File: src/rtl/blit_sequencer.sv
// Walks a command list in memory, programs the blitter per record, and polls it to completion.
// One master access in flight at a time, strobes held through waitrequest; IRQ output under BLIT_SEQ_IRQ_EN.
module blit_sequencer #(
  parameter logic [31:0] BLITTER_BASE = 32'h0000_0000,
  parameter int          CMD_WORDS    = 6
) (
  input  logic        clk,
  input  logic        reset,
  input  logic [1:0]  avalon_slave_address,
  input  logic        avalon_slave_read,
  input  logic        avalon_slave_write,
  input  logic [31:0] avalon_slave_writedata,
  output logic [31:0] avalon_slave_readdata,
  output logic [31:0] avalon_master_address,
  output logic [3:0]  avalon_master_byteenable,
  output logic [3:0]  avalon_master_burstcount,
  output logic        avalon_master_read,
  output logic        avalon_master_write,
  output logic [31:0] avalon_master_writedata,
  input  logic [31:0] avalon_master_readdata,
  input  logic        avalon_master_readdatavalid,
`ifdef BLIT_SEQ_IRQ_EN
  output logic        irq,
`endif
  input  logic        avalon_master_waitrequest
);

  localparam int            WW     = $clog2(CMD_WORDS);
  localparam logic [WW-1:0] W_LAST = WW'(CMD_WORDS - 1);

  typedef enum logic [3:0] {
    IDLE, FETCH, FETCH_WAIT, PROG, KICK, POLL, POLL_WAIT, NEXT, DONE
  } state_t;

  state_t        state_q, state_d;
  logic [WW-1:0] w_q, w_d;
  logic [15:0]   cmd_q, cmd_d;
  logic [15:0]   cmd_count_q, cmd_count_d;
  logic [15:0]   done_count_q, done_count_d;
  logic [31:0]   list_base_q, list_base_d;
  logic          busy_q, busy_d;
  logic          go_q, go_d;
  logic          abort_q, abort_d;
  logic [31:0]   readdata_q, readdata_d;
  logic [31:0]   buf_q [CMD_WORDS];
  logic [31:0]   buf_d [CMD_WORDS];
  logic          irq_rd;

`ifdef BLIT_SEQ_IRQ_EN
  logic irq_q, irq_d;
  assign irq    = irq_q;
  assign irq_rd = irq_q;
`else
  assign irq_rd = 1'b0;
`endif

  assign avalon_slave_readdata    = readdata_q;
  assign avalon_master_burstcount = 4'd1;

  always_comb begin
    state_d       = state_q;
    w_d           = w_q;
    cmd_d         = cmd_q;
    cmd_count_d   = cmd_count_q;
    done_count_d  = done_count_q;
    list_base_d   = list_base_q;
    busy_d        = busy_q;
    go_d          = go_q;
    abort_d       = abort_q;
    buf_d         = buf_q;
    readdata_d    = 32'h0;
`ifdef BLIT_SEQ_IRQ_EN
    irq_d         = irq_q;
`endif
    avalon_master_address    = 32'h0;
    avalon_master_byteenable = 4'h0;
    avalon_master_read       = 1'b0;
    avalon_master_write      = 1'b0;
    avalon_master_writedata  = 32'h0;

    if (avalon_slave_read) begin
      case (avalon_slave_address)
        2'd0:    readdata_d = {28'd0, irq_rd, abort_q, busy_q, go_q};
        2'd1:    readdata_d = list_base_q;
        2'd2:    readdata_d = {16'd0, cmd_count_q};
        default: readdata_d = {16'd0, done_count_q};
      endcase
    end

    if (avalon_slave_write) begin
      case (avalon_slave_address)
        2'd0: begin
          if (!busy_q) begin
            go_d    = avalon_slave_writedata[0];
            abort_d = avalon_slave_writedata[2];
          end else if (avalon_slave_writedata[2]) begin
            abort_d = 1'b1;
          end
`ifdef BLIT_SEQ_IRQ_EN
          if (avalon_slave_writedata[3]) irq_d = 1'b0;
`endif
        end
        2'd1:    if (!busy_q) list_base_d = avalon_slave_writedata;
        2'd2:    if (!busy_q) cmd_count_d = avalon_slave_writedata[15:0];
        default: ;
      endcase
    end

    // FSM comes after the CPU write decode so DONE's clears take priority.
    case (state_q)
      IDLE: begin
        if (go_q) begin
          busy_d       = 1'b1;
          done_count_d = 16'd0;
          cmd_d        = 16'd0;
          w_d          = '0;
          state_d      = (cmd_count_q == 16'd0) ? DONE : FETCH;
        end
      end
      FETCH: begin
        avalon_master_read       = 1'b1;
        avalon_master_byteenable = 4'hF;
        avalon_master_address    = list_base_q +
            ((32'(cmd_q) * 32'(CMD_WORDS) + 32'(w_q)) << 2);
        if (!avalon_master_waitrequest) state_d = FETCH_WAIT;
      end
      FETCH_WAIT: begin
        if (avalon_master_readdatavalid) begin
          buf_d[w_q] = avalon_master_readdata;
          if (w_q == W_LAST) begin
            w_d     = '0;
            state_d = PROG;
          end else begin
            w_d     = w_q + 1'b1;
            state_d = FETCH;
          end
        end
      end
      PROG: begin
        avalon_master_write      = 1'b1;
        avalon_master_byteenable = 4'hF;
        avalon_master_address    = BLITTER_BASE + ((32'(w_q) + 32'd1) << 2);
        avalon_master_writedata  = buf_q[w_q];
        if (!avalon_master_waitrequest) begin
          if (w_q == W_LAST) begin
            w_d     = '0;
            state_d = KICK;
          end else begin
            w_d = w_q + 1'b1;
          end
        end
      end
      KICK: begin
        avalon_master_write      = 1'b1;
        avalon_master_byteenable = 4'hF;
        avalon_master_address    = BLITTER_BASE;
        avalon_master_writedata  = 32'h1;
        if (!avalon_master_waitrequest) state_d = POLL;
      end
      POLL: begin
        avalon_master_read       = 1'b1;
        avalon_master_byteenable = 4'hF;
        avalon_master_address    = BLITTER_BASE;
        if (!avalon_master_waitrequest) state_d = POLL_WAIT;
      end
      POLL_WAIT: begin
        if (avalon_master_readdatavalid)
          state_d = avalon_master_readdata[0] ? POLL : NEXT;
      end
      NEXT: begin
        done_count_d = done_count_q + 16'd1;
        cmd_d        = cmd_q + 16'd1;
        state_d      = ((cmd_q + 16'd1 == cmd_count_q) || abort_q) ? DONE : FETCH;
      end
      DONE: begin
        busy_d  = 1'b0;
        go_d    = 1'b0;
        abort_d = 1'b0;
`ifdef BLIT_SEQ_IRQ_EN
        irq_d   = 1'b1;
`endif
        state_d = IDLE;
      end
      default: state_d = IDLE;
    endcase
  end

  always_ff @(posedge clk or negedge reset) begin
    if (!reset) begin
      state_q      <= IDLE;
      w_q          <= '0;
      cmd_q        <= 16'd0;
      cmd_count_q  <= 16'd0;
      done_count_q <= 16'd0;
      list_base_q  <= 32'h0;
      busy_q       <= 1'b0;
      go_q         <= 1'b0;
      abort_q      <= 1'b0;
      readdata_q   <= 32'h0;
      for (int i = 0; i < CMD_WORDS; i++) buf_q[i] <= 32'h0;
`ifdef BLIT_SEQ_IRQ_EN
      irq_q        <= 1'b0;
`endif
    end else begin
      state_q      <= state_d;
      w_q          <= w_d;
      cmd_q        <= cmd_d;
      cmd_count_q  <= cmd_count_d;
      done_count_q <= done_count_d;
      list_base_q  <= list_base_d;
      busy_q       <= busy_d;
      go_q         <= go_d;
      abort_q      <= abort_d;
      readdata_q   <= readdata_d;
      buf_q        <= buf_d;
`ifdef BLIT_SEQ_IRQ_EN
      irq_q        <= irq_d;
`endif
    end
  end

endmodule

File: config.mk
export PLATFORM = sky130hd
export DESIGN_NAME = blit_sequencer
export DESIGN_NICKNAME = d
export VERILOG_FILES = /design/src/rtl/blit_sequencer.sv
export SDC_FILE = /design/constraint.sdc
export NUM_CORES = 1
export LEC_CHECK = 0
export ABC_AREA = 1
export CELL_PAD_IN_SITES_DETAIL_PLACEMENT = 0
export CELL_PAD_IN_SITES_GLOBAL_PLACEMENT = 1
export CORE_ASPECT_RATIO = 1.25
export CORE_UTILIZATION = 25
export CTS_CLUSTER_DIAMETER = 60
export DETAILED_ROUTE_END_ITERATION = 12
export DONT_BUFFER_PORTS = 1
export GPL_TIMING_DRIVEN = 1
export HOLD_SLACK_MARGIN = 0.15
export PLACE_DENSITY_LB_ADDON = 0.1
export SYNTH_ARGS = -nofsm -noshare
export SYNTH_HDL_FRONTEND = slang
export SYNTH_SLANG_ARGS = --single-unit
File: constraint.sdc
create_clock -name clk -period 8.6 [get_ports clk]
set_clock_uncertainty 0.15 [all_clocks]
set_input_delay 1.29 -clock clk [delete_from_list [all_inputs] [get_ports clk]]
set_output_delay 1.29 -clock clk [all_outputs]
set_load 0.02 [all_outputs]
==> results of run 1 <==
==> worst paths after layout <==
check | startpoint | endpoint | slack [ns] | cells past startpoint
min | reset | avalon_slave_readdata[11] | 0.25 | 0
min reg2reg | buf_q[152] | buf_q[152] | 0.33 | 2
max in group asynchronous | reset | buf_q[67] | 6.98 | 0
max reg2reg | state_q[0] | cmd_q[14] | 5.84 | 8
max | cmd_q[0] | avalon_master_address[23] | 2.20 | 22
min in group clk | buf_q[152] | buf_q[152] | 0.33 | 2
==> cells by family after synthesis <==
group	count (synthesis)	synth area share, %
DFF	314	46.8
other	2	0.0447
AOI/OAI and AO/OA	540	17.9
and+or+nand+nor	898	22.2
buffers and inverters	350	8.20
xor gates and xnor gates	22	1.23
adders and majority gates	45	3.48
muxes	3	0.179
==> final cells by class <==
class	instances	area, um2
Inverter	260	976
Multi-Input combinational cell	1512	7610
Timing Repair Buffer	14	105
Tap cell	856	1070
Sequential cell	314	7860
Clock inverter	21	295
Fill cell	7153	47000
Clock buffer	55	1170
==> sequential cells by signal, summed over array words and instances, names as in the netlist <==
register,flops
buf_q,192
busy_q,1
cmd_count_q,16
list_base_q,32
w_q,3
cmd_q,16
state_q,4
go_q,1
done_count_q,16
avalon_slave_readdata,32
abort_q,1
==> stage by stage <==
step                std cells  area (um2)
finish                   3032       19100
detailed placement       2956       17600
floorplan                2176       16800
global placement         2956       17600
global route             3032       19100
CTS                      3032       19100
==> critical path, delay by kind of cell, from the launching register on <==
kind,cells,cell delay [ns]
AO/OA/AOI/OAI,3,0.95
adder cells (fa/ha/maj),3,1.28
buffers and inverters,3,0.14
flip-flops,1,0.46
AND/OR/NAND/NOR,13,1.54
==> report_power, final <==
part	internal (mW)	switching, mW	total (mW)
logic	0.468	1.14	1.61
registers	1.87	0.304	2.17
clock network	1.12	0.724	1.85
total	3.46	2.17	5.63
==> placed cells by master, fill, tap and decap left out, types with 3 or more instances in the layout <==
cell type and n:
sky130_fd_sc_hd__clkbuf_16 43, sky130_fd_sc_hd__a21oi_1 120, sky130_fd_sc_hd__xor2_1 14, sky130_fd_sc_hd__clkbuf_1 7
sky130_fd_sc_hd__nor2_1 142, sky130_fd_sc_hd__nand2_1 582, sky130_fd_sc_hd__clkinv_2 6, sky130_fd_sc_hd__dfrtp_1 314
sky130_fd_sc_hd__a221oi_1 33, sky130_fd_sc_hd__a211oi_1 8, sky130_fd_sc_hd__nand4_1 16, sky130_fd_sc_hd__a21o_1 5
sky130_fd_sc_hd__inv_2 8, sky130_fd_sc_hd__a31oi_1 10, sky130_fd_sc_hd__inv_1 252, sky130_fd_sc_hd__clkbuf_8 5
sky130_fd_sc_hd__nor3_4 4, sky130_fd_sc_hd__nor2_2 7, sky130_fd_sc_hd__o22ai_1 27, sky130_fd_sc_hd__o211ai_1 4
sky130_fd_sc_hd__ha_1 42, sky130_fd_sc_hd__clkinvlp_4 3, sky130_fd_sc_hd__o21ai_0 299, sky130_fd_sc_hd__nor2_4 5
sky130_fd_sc_hd__nand2_2 14, sky130_fd_sc_hd__nor3_1 17, sky130_fd_sc_hd__buf_4 14, sky130_fd_sc_hd__xnor2_1 7
sky130_fd_sc_hd__mux2i_1 3, sky130_fd_sc_hd__a22oi_1 19, sky130_fd_sc_hd__fa_1 3, sky130_fd_sc_hd__conb_1 4
sky130_fd_sc_hd__nand3_1 98, sky130_fd_sc_hd__bufinv_16 5, sky130_fd_sc_hd__o21bai_1 3
==> routing by layer <==
| layer | routed length, um | up-vias |
|---|---|---|
| li1 | - | 7107 |
| met1 | 24600 | 6753 |
| met4 | 1420 | 0 |
| met2 | 30300 | 228 |
| met5 | 0 | - |
| met3 | 2730 | 72 |
==> key figures, run 1 <==
Outcome
  • Result of the run: complete, but fails checks
  • Violated checks: DRC

Yosys
  • List of most frequent post-synthesis cells: sky130_fd_sc_hd__nand2_1 (583), sky130_fd_sc_hd__dfrtp_1 (314), sky130_fd_sc_hd__o21ai_0 (299)
  • Synth Warn #: 0
  • Share of flip-flops with an asynchronous set or reset: 100%
  • Post-synth design cell area: about 17,000 um2
  • Number of distinct library cell variants in the gate-level netlist after synthesis: just over 50
  • Cell type with the highest aggregate area in the netlist: sky130_fd_sc_hd__dfrtp_1
  • Flops & latches, synth: between 300 and 400
  • Number of enable-type register cells in the synthesized netlist: 0
  • Share of the yosys chip area belonging to registers: 46.8%
  • Most numerous cell in the Yosys netlist: sky130_fd_sc_hd__nand2_1
  • Number of instances in the synthesized netlist: 2,174
  • Fraction of post-synthesis cell area in the top cell type by area: 46.8%
  • Prevailing post-synth register cell: sky130_fd_sc_hd__dfrtp_1
  • Biggest area contributors in the synthesized netlist: sky130_fd_sc_hd__dfrtp_1 (47%), sky130_fd_sc_hd__nand2_1 (13%), sky130_fd_sc_hd__o21ai_0 (8.9%)
  • Synthesized area per cell: between 7 and 8 um2

Final layout
  • Ratio of cells with drive above 1 in the final layout: 5.93%
  • Net count, final: approximately 2,300
  • Count of inserted antenna diode cells: 0
  • Core utilization of the finished layout: between 20% and 30%
  • Area added between synthesis and finish: 13.5%

Critical path
  • Critical path, cell by cell: ha_1 -> fa_1 -> nand2_1 -> nor2_1 -> nand3_1 -> nor2_1 -> nand3_1 -> nor2_1 -> nand2_1 -> nor2_2 -> nand4_1 -> nand2_1 -> inv_1 -> ha_1 -> nand2_1 -> nor2_1 -> inv_1 -> nor2_1 -> inv_1 -> o211ai_1 -> o21ai_0 -> a21oi_1
  • CP dominant cell by count: sky130_fd_sc_hd__nor2_1
  • Worst endpoint required time: between 7 and 8 ns
  • Arrival time of data at the critical path endpoint: around 5.0 ns
  • Capturing element type of the critical path: primary output
  • Slowest stage cell, crit path: sky130_fd_sc_hd__fa_1
  • Critical path launch point type: flop
  • Largest fanout of any net on the critical path: 6
  • Crit Path Class: flop to primary output
  • Largest stage delay, worst path: a little under 0.6 ns

Clock network
  • H-tree Lvls: 2
  • Clock Latency Late Sink: 0.58 ns
  • Clock Tree Buf Depth: 3
  • Setup repair bufs after CTS: 0
  • Total clock buffers created by CTS: 43
  • Clock tree from TritonCTS: done
  • Root cell of the clock tree: sky130_fd_sc_hd__clkbuf_16
  • Clock input transition at the sequential cells of the worst setup and hold paths: about 0.06 ns
  • Hold buffers post-CTS: 0
  • # clock sinks: 314
  • Post-cts sizing count: 0

Placement
  • Port Buffer Count: 0
  • Detailed Place HPWL: 39,700 um
  • Pre-CTS worst setup slack: around 2.8 ns
  • Final weighted congestion of routability-driven global placement: 0.814

Timing
  • RSZ-0062 raised after global routing: false
  • Max transition margin: between 10 and 15%
  • Number of failing hold endpoints at the final stage: 0
  • Setup TNS: 0 ns
  • Minimum setup slack in the final design: around 2.2 ns
  • Portion of the clock cycle consumed by the worst path in the final layout: 74.4%
  • Post-layout min period: approximately 6.4 ns
  • Worst Hold Margin: 0.255 ns
  • Worst slew pin tran: roughly 1.3 ns
  • Total count of max-transition violations in the final report: 0
  • Final setup violation count: 0
  • Upper clock frequency limit: 156 MHz

Routing
  • Total number of vias: 14,160
  • Detailed-routing iteration count for the pre-antenna-repair pass: 11
  • Antenna Violating Nets Remaining: 0
  • Wire length reported by the detailed router: around 59,000 um
  • Average routed wire per standard cell: around 20 um
  • 1st-iter DRT viols: approximately 840
  • Total DRC errors in the routed layout: 2
  • Vias per inst: about 4.7

Floorplan
  • Die height: 292 um
  • Number of placement rows: between 100 and 150
  • Die area: about 68,000 um2
  • Die width: about 230 um
  • Number of top-level design ports: between 150 and 200
  • Core Area: 66,100 um2
  • Starting Density: between 20% and 30%

GRT
  • Met1 GRT Util: a little over a fifth
  • Gr ovfl total: 0
  • Antenna violations before repair: 1
  • Most crowded layer after global routing: met2
  • Number of global-route vias before repair: ~14,000
  • GR Layer Usage met2: approximately a third
  • Largest net degree at the start of global routing: approximately 320
  • First-pass GRT wire length: 90,700 um
  • GRT Resource Usage Total: 17.6%
  • GR Layer Usage met3: under 10%

Power
  • Total leakage power: around 9.1 nW
  • Power density normalized to cell area: 295 nW/um2
  • Worst vdd ir: ~0.13 mV
  • Power Total: between 5 and 6 mW

Run
  • Number of max-cap violations: 0

Worst hold path
  • Worst Hold Class: primary input to async pin
Note: power is estimated with default switching activity, not from simulation.
==> run 2: changes to the inputs <==
- clock period: 8.6 -> 6.5 ns (I/O delays scaled with it)
==> run 2 against run 1 <==
The flow finishes with violations (DRC, hold timing). Largest cell class unchanged. Critical path depth unchanged. Critical endpoint is now avalon_master_address[30]. Non-clock buffer count up 2. Cell area about the same. Combinational power up 33%. Count of clock-buffer cells in the layout up 4.
==> key figures, run 2 (synthesis gave the netlist of run 1 again) <==
Routing
  • Total number of vias: 14,277
  • 1st-iter DRT viols: about 800
  • Vias per inst: approximately 4.7
  • Wire length reported by the detailed router: approximately 59,000 um
  • Average routed wire per standard cell: 19.6 um
  • Total DRC errors in the routed layout: 1
  • Antenna Violating Nets Remaining: 0
  • Detailed-routing iteration count for the pre-antenna-repair pass: 11

Floorplan
  • Starting Density: about 25%
  • Number of top-level design ports: roughly 180
  • Number of placement rows: about 110
  • Die area: 68,300 um2
  • Core Area: roughly 66,000 um2
  • Die height: ~290 um
  • Die width: roughly 230 um

Clock network
  • Clock input transition at the sequential cells of the worst setup and hold paths: 0.06 ns
  • Root cell of the clock tree: sky130_fd_sc_hd__clkbuf_16
  • Clock Latency Late Sink: ~0.57 ns
  • # clock sinks: ~310
  • Clock tree from TritonCTS: done
  • H-tree Lvls: 2
  • Total clock buffers created by CTS: between 40 and 50
  • Clock Tree Buf Depth: 3

Final layout
  • Largest register FFs: approximately 190
  • Top reg by flops: buf_q
  • Ratio of cells with drive above 1 in the final layout: roughly 6%
  • Net count, final: roughly 2,300
  • Commonest non-fill, non-tap cell in the layout: sky130_fd_sc_hd__nand2_1
  • Most used cells in the layout excluding fill and tap cells: sky130_fd_sc_hd__nand2_1 (582), sky130_fd_sc_hd__dfrtp_1 (314), sky130_fd_sc_hd__o21ai_0 (299), sky130_fd_sc_hd__inv_1 (252), sky130_fd_sc_hd__nor2_1 (141)
  • Count of inserted antenna diode cells: 0
  • Area added between synthesis and finish: 13.6%

Power
  • Logic gate share of total power: 28.8%
  • Clock power frac: between 30% and 40%
  • Total leakage power: 9.12 nW
  • Switching power as a share of total power: a little under two fifths
  • Psw: between 2 and 3 mW
  • Power Total: around 7.4 mW
  • Flop pwr share: 38.6%
  • Cell Int Power: between 4 and 5 mW
  • Worst vdd ir: about 0.23 mV
  • Power density normalized to cell area: about 390 nW/um2

Critical path
  • Capturing element type of the critical path: primary output
  • Buf+Inv Stages, Crit Path: 1
  • Largest fanout of any net on the critical path: 6
  • Worst endpoint required time: between 5 and 6 ns
  • Largest stage delay, worst path: approximately 0.45 ns
  • Critical path, cell by cell: ha_1 -> fa_1 -> nand3_1 -> nand2_1 -> nand2_1 -> nand2_1 -> nand2_1 -> nand2_1 -> nand2_1 -> nand2_1 -> nor3_1 -> nand4_1 -> nand2_1 -> inv_1 -> ha_1 -> a21oi_1 -> o21ai_0 -> a21oi_1 -> nand3_1 -> nand3_1 -> o21ai_0 -> a21oi_1
  • Slowest stage cell, crit path: sky130_fd_sc_hd__dfrtp_1
  • CP dominant cell by count: sky130_fd_sc_hd__nand2_1
  • Crit Path Class: flop to primary output
  • Critical path launch point type: flop
  • Arrival time of data at the critical path endpoint: just under 5 ns
  • Cell family with most CP delay: simple AND/OR/NAND/NOR gates

GRT
  • GR Layer Usage met2: around a third
  • First-pass GRT wire length: roughly 91,000 um
  • Largest net degree at the start of global routing: 315
  • Most crowded layer after global routing: met2
  • Number of global-route vias before repair: between 10,000 and 15,000
  • Gr ovfl total: 0
  • Met1 GRT Util: about a fifth
  • Antenna violations before repair: 1
  • GRT Resource Usage Total: between 15 and 20%
  • GR Layer Usage met3: 3.56%

Placement
  • Pre-CTS worst setup slack: 0.992 ns
  • Detailed Place HPWL: around 40,000 um
  • Final weighted congestion of routability-driven global placement: 0.819
  • Port Buffer Count: 0

Run
  • Number of max-cap violations: 0

Outcome
  • Result of the run: complete, but fails checks
  • Violated checks: DRC, hold timing

Timing
  • Setup TNS: 0 ns
  • Portion of the clock cycle consumed by the worst path in the final layout: approximately 92%
  • Final setup violation count: 0
  • Upper clock frequency limit: 167 MHz
  • Total count of max-transition violations in the final report: 0
  • Number of failing hold endpoints at the final stage: 32
  • Post-layout min period: roughly 6.0 ns
  • Worst Hold Margin: -0.0491 ns
  • Minimum setup slack in the final design: around 0.5 ns
  • Max transition margin: 19.6%
  • Worst slew pin tran: 1.21 ns
  • RSZ-0062 raised after global routing: false

Worst hold path
  • Worst Hold Class: primary input to async pin
run 2: changes by cell type in the layout (fill, tap and decap cells not counted), moves of 2 or more:
| cell | change |
|---|---|
| sky130_fd_sc_hd__clkbuf_8 | +7 |
| sky130_fd_sc_hd__clkinv_2 | -5 |
| sky130_fd_sc_hd__a21oi_1 | -3 |
| sky130_fd_sc_hd__a21oi_2 | +3 |
| sky130_fd_sc_hd__buf_4 | +2 |
| sky130_fd_sc_hd__clkbuf_16 | -2 |
| sky130_fd_sc_hd__clkinvlp_4 | -2 |
run 2: power groups by stage:
stage	Combinational [mW]	Sequential [mW]	Clock (mW)
2_1_floorplan	1.58	2.73	0
3_3_place_gp	2.19	2.91	0
3_5_place_dp	2.19	2.91	0
4_1_cts	2.20	2.88	2.51
5_1_grt	2.46	2.94	2.58
6_report	2.14	2.87	2.42
run 2: worst register-to-register path, stage by stage, from the launching register on:
cell                      delay [ns]
sky130_fd_sc_hd__dfrtp_1        0.52
sky130_fd_sc_hd__nor2_1         0.19
sky130_fd_sc_hd__nand2_1        0.07
sky130_fd_sc_hd__inv_1          0.68
sky130_fd_sc_hd__buf_4          0.43
sky130_fd_sc_hd__nand2_2        0.09
sky130_fd_sc_hd__buf_4          0.35
sky130_fd_sc_hd__nand2_1        0.17
sky130_fd_sc_hd__o21ai_0        0.08
run 2: routing by layer:
layer / up-vias / wire length, um
met5: - / 0
met4: 0 / 1220
met3: 67 / 2790
met2: 222 / 30600
met1: 6893 / 24600
li1: 7095 / -
run 2: path summary, 6_finish.rpt:
path,startpoint,end,slack (ns),depth (start not counted)
worst max-delay path,cmd_q[0],avalon_master_address[30],0.50,22
worst min-delay path,reset,avalon_slave_readdata[6],-0.05,0
worst max register to register,w_q[2],buf_q[153],3.61,8
worst min register to register,cmd_count_q[2],cmd_count_q[2],0.33,2
max in group asynchronous,reset,avalon_slave_readdata[23],5.24,0
min in group clk,cmd_count_q[2],cmd_count_q[2],0.33,2
run 2: stage by stage:
stage / instance area [um2] / cells / utilization (%)
finish: 19100 / 3028 / 28.9
global route: 19100 / 3028 / 28.9
CTS: 19100 / 3027 / 28.8
detailed placement: 17600 / 2957 / 26.7
global placement: 17600 / 2957 / 26.7
floorplan: 16800 / 2176 / -
run 2: area by class of cell:
class	instances	area [um2]
flip-flops and latches	314	7860
clock inverters	11	226
clock buffers	59	1210
multi-input cells	1512	7620
fillers	7172	47000
well taps	856	1070
repair buffers	16	120
inverters	260	976
run 2: what timing repair did:
item                                   CTS  global route
resized for setup                        0             4
buffers inserted                         0             1
endpoints found under the hold margin  314           275
setup endpoints to repair                0             5
==> run 3: changes to the inputs <==
- ABC_AREA: 1 -> default
- CORE_MARGIN: default -> 2
==> run 3 against run 2 <==
The flow finishes with violations (hold timing, setup timing). Cell area fell by 0.59%. Global-route usage fell by 1.4 points. Count of clock-buffer cells in the layout did not move. Total power rose by 5.8%. Flip-flop and latch count did not move. Critical path type unchanged.
==> key figures, run 3 <==
Placement
  • Port Buffer Count: 0
  • Detailed Place HPWL: between 30,000 and 40,000 um
  • Final weighted congestion of routability-driven global placement: 0.785

Final layout
  • Net count, final: 1,576
  • Top reg by flops: buf_q
  • Area added between synthesis and finish: 16.7%
  • Largest register FFs: 192
  • Core utilization of the finished layout: between 20% and 30%
  • Count of inserted antenna diode cells: 0
  • Commonest non-fill, non-tap cell in the layout: sky130_fd_sc_hd__dfrtp_1
  • Ratio of cells with drive above 1 in the final layout: 28.1%
  • Most used cells in the layout excluding fill and tap cells: sky130_fd_sc_hd__dfrtp_1 (314), sky130_fd_sc_hd__mux2_2 (250), sky130_fd_sc_hd__a22oi_1 (109), sky130_fd_sc_hd__nand2_1 (73), sky130_fd_sc_hd__buf_4 (64)

Floorplan
  • Die area: roughly 67,000 um2
  • Number of top-level design ports: around 180
  • Core Area: 64,400 um2
  • Die width: around 230 um
  • Number of placement rows: ~100
  • Die height: approximately 290 um
  • Starting Density: between 20% and 30%

Yosys
  • Share of the yosys chip area belonging to registers: 48.3%
  • Number of instances in the synthesized netlist: between 1,000 and 1,500
  • Flops & latches, synth: 314
  • Prevailing post-synth register cell: sky130_fd_sc_hd__dfrtp_1
  • List of most frequent post-synthesis cells: sky130_fd_sc_hd__dfrtp_1 (314), sky130_fd_sc_hd__mux2_2 (250), sky130_fd_sc_hd__a22oi_1 (109)
  • Synthesized area per cell: approximately 11 um2
  • Fraction of post-synthesis cell area in the top cell type by area: between 40 and 50%
  • Synth Warn #: 0
  • Post-synth design cell area: 16,300 um2
  • Biggest area contributors in the synthesized netlist: sky130_fd_sc_hd__dfrtp_1 (48%), sky130_fd_sc_hd__mux2_2 (17%), sky130_fd_sc_hd__a22oi_1 (5.0%)
  • Most numerous cell in the Yosys netlist: sky130_fd_sc_hd__dfrtp_1
  • Number of enable-type register cells in the synthesized netlist: 0
  • Share of flip-flops with an asynchronous set or reset: 100%
  • Number of distinct library cell variants in the gate-level netlist after synthesis: 72
  • Cell type with the highest aggregate area in the netlist: sky130_fd_sc_hd__dfrtp_1

Routing
  • Total number of vias: between 10,000 and 15,000
  • Antenna Violating Nets Remaining: 0
  • Average routed wire per standard cell: 23.1 um
  • Vias per inst: ~4.9
  • Detailed-routing iteration count for the pre-antenna-repair pass: 5
  • Total DRC errors in the routed layout: 0
  • Wire length reported by the detailed router: 54,100 um
  • 1st-iter DRT viols: between 600 and 700

Clock network
  • Clock Tree Buf Depth: 3
  • Root cell of the clock tree: sky130_fd_sc_hd__clkbuf_16
  • Clock Latency Late Sink: just under 0.6 ns
  • Total clock buffers created by CTS: 43
  • # clock sinks: around 310
  • Clock tree from TritonCTS: done
  • Clock input transition at the sequential cells of the worst setup and hold paths: approximately 0.06 ns
  • H-tree Lvls: 2

Timing
  • Number of failing hold endpoints at the final stage: 38
  • Worst Hold Margin: -0.0442 ns
  • RSZ-0062 raised after global routing: true
  • Upper clock frequency limit: around 150 MHz
  • Portion of the clock cycle consumed by the worst path in the final layout: 104%
  • Post-layout min period: 6.78 ns
  • Max transition margin: ~11%
  • Total count of max-transition violations in the final report: 0
  • Worst slew pin tran: between 1 and 1.5 ns
  • Minimum setup slack in the final design: -0.283 ns
  • Final setup violation count: 12

GRT
  • Antenna violations before repair: 0
  • Largest net degree at the start of global routing: about 320
  • First-pass GRT wire length: 81,300 um
  • Gr ovfl total: 0
  • GRT Resource Usage Total: around 16%
  • Number of global-route vias before repair: approximately 12,000

Power
  • Total leakage power: around 8.4 nW
  • Worst vdd ir: approximately 0.21 mV
  • Power Total: a little under 8 mW
  • Power density normalized to cell area: ~410 nW/um2

Critical path
  • Capturing element type of the critical path: primary output
  • Arrival time of data at the critical path endpoint: between 5 and 6 ns
  • Crit Path Class: flop to primary output
  • Largest fanout of any net on the critical path: 5
  • Critical path launch point type: flop
  • Worst endpoint required time: roughly 5.4 ns

Worst hold path
  • Worst Hold Class: primary input to async pin

Outcome
  • Result of the run: complete, but fails checks
  • Violated checks: hold timing, setup timing

Run
  • Number of max-cap violations: 0
[run 3: routing by layer]
metal / share of wire (%) / global-route usage [%] / wire, um / vias up
li1: - / - / - / 5372
met1: 40 / 18.5 / 21600 / 5959
met2: 52 / 29.7 / 28300 / 172
met3: 5.5 / 4.30 / 3000 / 57
met4: 2.2 / 4.55 / 1200 / 0
met5: 0 / 0 / 0 / -
[run 3: worst paths after layout]
path | from | to | slack, ns | cells after the start
max in group asynchronous | reset | avalon_slave_readdata[16] | 5.16 | 0
worst max-delay path | cmd_q[1] | avalon_master_address[31] | -0.28 | 21
min in group clk | done_count_q[15] | done_count_q[15] | 0.34 | 1
worst max register to register | w_q[0] | buf_q[23] | 3.09 | 5
worst min-delay path | reset | avalon_slave_readdata[14] | -0.04 | 0
worst min register to register | done_count_q[15] | done_count_q[15] | 0.34 | 1
[run 3: stage by stage]
stage / hold slack [ns] / cell area [um2] / setup TNS (ns) / setup WS [ns] / instances
after floorplan: 0.300 / 16300 / 0 / 0.212 / 1436
after global placement: 0.331 / 17500 / -0.359 / -0.0999 / 2257
after detailed placement: 0.332 / 17500 / -0.731 / -0.167 / 2257
after CTS: -0.0738 / 19000 / -2.92 / -0.312 / 2336
after global routing: -0.0732 / 19000 / -6.29 / -0.596 / 2337
final: -0.0442 / 19000 / -1.80 / -0.283 / 2337
[run 3: area by class of cell]
class                      count  area (um2)
fill                        6678       45400
multi-input combinational   1015        8080
sequential                   314        7860
clock buffer                  59        1220
tap                          848        1060
timing repair buffer          66         503
clock inverter                16         183
inverter                      19        71.3
[run 3: cells by family after synthesis]
family | after synthesis | synth area share (%)
adders and majority gates | 45 | 3.60
AOI/OAI and AO/OA | 341 | 14.4
DFF | 314 | 48.3
and+or+nand+nor | 294 | 8.96
muxes | 257 | 18.0
xor gates and xnor gates | 73 | 3.93
other | 2 | 0.0462
buffers and inverters | 108 | 2.70
[run 3: critical path: stages (launching register included)]
cell                       delay, ns
sky130_fd_sc_hd__dfrtp_1        0.38
sky130_fd_sc_hd__ha_2           0.20
sky130_fd_sc_hd__fa_2           0.34
sky130_fd_sc_hd__a21o_1         0.20
sky130_fd_sc_hd__a311o_1        0.30
sky130_fd_sc_hd__a41o_2         0.31
sky130_fd_sc_hd__xnor2_2        0.14
sky130_fd_sc_hd__or4b_4         0.54
sky130_fd_sc_hd__o41a_1         0.36
sky130_fd_sc_hd__a311oi_2       0.23
sky130_fd_sc_hd__xnor2_1        0.12
sky130_fd_sc_hd__ha_1           0.34
sky130_fd_sc_hd__nand3_2        0.10
sky130_fd_sc_hd__nor2_2         0.10
sky130_fd_sc_hd__nand2_1        0.08
sky130_fd_sc_hd__a21oi_2        0.20
sky130_fd_sc_hd__nor3_4         0.07
sky130_fd_sc_hd__buf_4          0.14
sky130_fd_sc_hd__o31a_1         0.30
sky130_fd_sc_hd__or3_1          0.32
sky130_fd_sc_hd__a21oi_1        0.15
sky130_fd_sc_hd__buf_4          0.17
[run 3: power breakdown]
group / internal [mW] / switching, mW
registers: 2.57 / 0.534
clock network: 1.40 / 0.952
logic: 1.04 / 1.37
total: 5.01 / 2.86
[run 3: what timing repair did]
action	CTS	global route
pin swaps	24	4
gates resized for setup	21	4
setup buffers	5	1
cloned	1	0
endpoints found under the hold margin	314	314
endpoints found under the setup margin	14	15
==> edit, RTL diff (flow settings as in run 2) <==
Build with the macro `BLIT_SEQ_IRQ_EN` defined.
--- a/src/rtl/blit_sequencer.sv
+++ b/src/rtl/blit_sequencer.sv
@@ -1,5 +1,7 @@
 // Walks a command list in memory, programs the blitter per record, and polls it to completion.
 // One master access in flight at a time, strobes held through waitrequest; IRQ output under BLIT_SEQ_IRQ_EN.
+`define BLIT_SEQ_IRQ_EN
+
 module blit_sequencer #(
   parameter logic [31:0] BLITTER_BASE = 32'h0000_0000,
   parameter int          CMD_WORDS    = 6
Formal check against the unedited RTL (old outputs only; new: irq): not equivalent (Yosys sat finds a counterexample within 10 cycles, from zero or initial values and one cycle with reset low).
==> edit against run 2 <==
The flow finishes with violations (hold timing); design area rose by 0.29%; hold slack improved by 0.021 ns; synthesized area rose by 0.47%; register-to-register slack got worse by 0.55 ns; routed wire length fell by 0.79%; sequential cell count rose by 1; total power fell by 0.81%; non-clock buffer count rose by 3; critical path depth did not move; worst setup slack got worse by 0.0040 ns.
==> edit: results (changes against run 2) <==
| Metric | Value |
|---|---|
| Result of the run | `finished with violations` |
| Failing checks | `hold timing` |
| Area taken by flip-flops and latches | `0.007886 sq mm (+0.37%)` |
| Number of DRC violations after detailed-routing iteration 0 | `700 (-14%)` |
| Dominant cells by area after synthesis | `dfrtp_1, nand2_1, o21ai_0` |
| Post-DP HPWL | `40.68 mm (+1.4%)` |
| First drt pass iteration count | `4 (-7)` |
| Worst hold margin | `-0.02788 ns (+0.02122 ns)` |
| Final critical delay including setup and external delays | `6.008 ns (+0.004050 ns)` |
| Final estimated routing congestion in global placement | `0.7838 (-4.2%)` |
| Met2 global-route usage | `0.3128 (-0.004521)` |
| Final net count | `2246 (-0.71%)` |
| Number of library cell types mapped by synthesis | `58 (+14%)` |
| Multi-input combinational gate total | `1492 (-1.3%)` |
| Largest fanout on the critical path | `9 (+3)` |
| Peak supply drop | `188.9 uV (-19%)` |
| Number of global-route vias before repair | `14610 (+0.33%)` |
| Net switching fraction of the power | `0.4014 (+0.01821)` |
| Arrival time reported for the critical path endpoint | `4.88 ns (about the same)` |
| Leakage component of the power | `8.989 nW (-1.5%)` |
| Core footprint | `0.06684 sq mm (+1.2%)` |
| Avg Inst Size Synth | `7.861 sq um (+1.7%)` |
| Met3 Resource Use GR | `0.03524 (-0.0004031)` |
| Ranking of synthesized cells by instance count | `nand2_1, dfrtp_1, inv_1` |
| Global-route wire length before repair | `90.28 mm (-0.92%)` |
| Initial antenna violation count | `0 (-1)` |
| Worst hold path type | `in -> async` |
| Clock-cell share of area | `0.07105 (-0.004401)` |
| Fraction of final layout cells sized beyond drive strength 1 | `0.06901 (+0.009161)` |
| Setup Slack @ Placement | `0.9253 ns (-0.06661 ns)` |
| DRC violation count after routing | `0 (-1)` |
| RR Endpoint | `buf_q[135]` |
| Non-clock buffers, area share | `0.007452 (+0.001159)` |
| Drt wl/cell | `19.43 um (-0.63%)` |
| Number of cells in the design after placement | `2946 (-0.37%)` |
| Clock buffer count from CTS | `43 (+4.9%)` |
| Final hold viol count | `12 (-63%)` |
| Transition at the pin with the smallest max-transition slack | `0.9721 ns (-0.2338 ns)` |
| Multi-input combinational area share | `0.4028 (+0.003491)` |
| Clock buffer count in the final layout | `60 (+1.7%)` |
| Antenna Cells | `0 (unchanged)` |
| Number of non-clock buffers in the layout | `19 (+3)` |
| All-layer global routing usage | `0.1735 (-0.002398)` |
| DR vias | `14270 (-0.049%)` |
| Post-synthesis sequential area ratio | `0.4668 (-0.0007006)` |
| Wire length after detailed routing | `58.74 mm (-0.79%)` |
| #FFs+latches synth | `315 (+0.32%)` |
==> edit: cell count changes after synthesis, moves of 20 or more <==
cell and delta:
nor2_1 +25, nand2_1 -49, a22oi_1 +20, o21ai_0 -64
o21ai_1 +22
==> edit: worst max path at each step <==
| stage | from | to | depth (start not counted) |
|---|---|---|---|
| after global placement | cmd_q[0] | avalon_master_address[24] | 25 |
| after CTS | w_q[2] | avalon_master_address[24] | 24 |
| after floorplan | cmd_q[0] | avalon_master_address[27] | 19 |
| after detailed placement | w_q[2] | avalon_master_address[24] | 24 |
| final | cmd_q[0] | avalon_master_address[22] | 22 |
| after global routing | cmd_q[0] | avalon_master_address[22] | 22 |
==> edit: logic make-up (layout without fill, tap and decap cells) <==
logic type                 Yosys count  after routing  share of synthesized area
adders and majority gates           47             47                    0.03616
muxes                                2              2                   0.001260
DFF                                315            315                     0.4668
and+or+nand+nor                    889            889                     0.2262
buffers and inverters              343            352                    0.08062
AOI/OAI and AO/OA                  534            534                     0.1798
xor gates and xnor gates            16             16                   0.008744
other                                2              4                  0.0004448
==> edit: power by group through the flow <==
| stage | registers (mW) | logic [mW] | clock network [mW] |
|---|---|---|---|
| 2_1_floorplan | 2.72 | 1.65 | 0 |
| 6_report | 2.87 | 2.23 | 2.28 |
| 5_1_grt | 2.93 | 2.53 | 2.44 |
| 4_1_cts | 2.88 | 2.29 | 2.37 |
| 3_5_place_dp | 2.91 | 2.28 | 0 |
| 3_3_place_gp | 2.91 | 2.27 | 0 |
==> edit: metrics by stage <==
stage / instance area, sq um / util
floorplan: 16890 / -
global placement: 17760 / 0.2657
detailed placement: 17760 / 0.2657
CTS: 19120 / 0.2860
global route: 19140 / 0.2864
finish: 19140 / 0.2864
==> edit: critical path, cell delays in order (launching register included) <==
cell and delay [ns]:
dfrtp_2 0.47, ha_1 0.36, inv_1 0.08, fa_1 0.44, inv_1 0.08, nand2_1 0.07
nor2_1 0.10, nand3_1 0.13, nor2_2 0.14, nand2_1 0.12, nor2_4 0.14, nand2_2 0.08
nor2_4 0.12, nand3_1 0.09, nand2_1 0.08, inv_1 0.04, ha_1 0.38, nand2_1 0.15
nor4_1 0.37, nand3_1 0.12, nand3_1 0.23, o21ai_0 0.11, a21oi_1 0.41
==> edit: routing by layer <==
layer / part of all wire / wire length (um)
met4: 0.026 / 1522
met1: 0.41 / 24270
met2: 0.52 / 30380
met5: 0 / 0
met3: 0.044 / 2564
==> edit: repair_timing <==
| item | CTS | global route |
|---|---|---|
| hold endpoints to repair | 315 | 315 |
| buffers inserted | 0 | 0 |
| endpoints found under the setup margin | 0 | 5 |
| resized for setup | 0 | 9 |
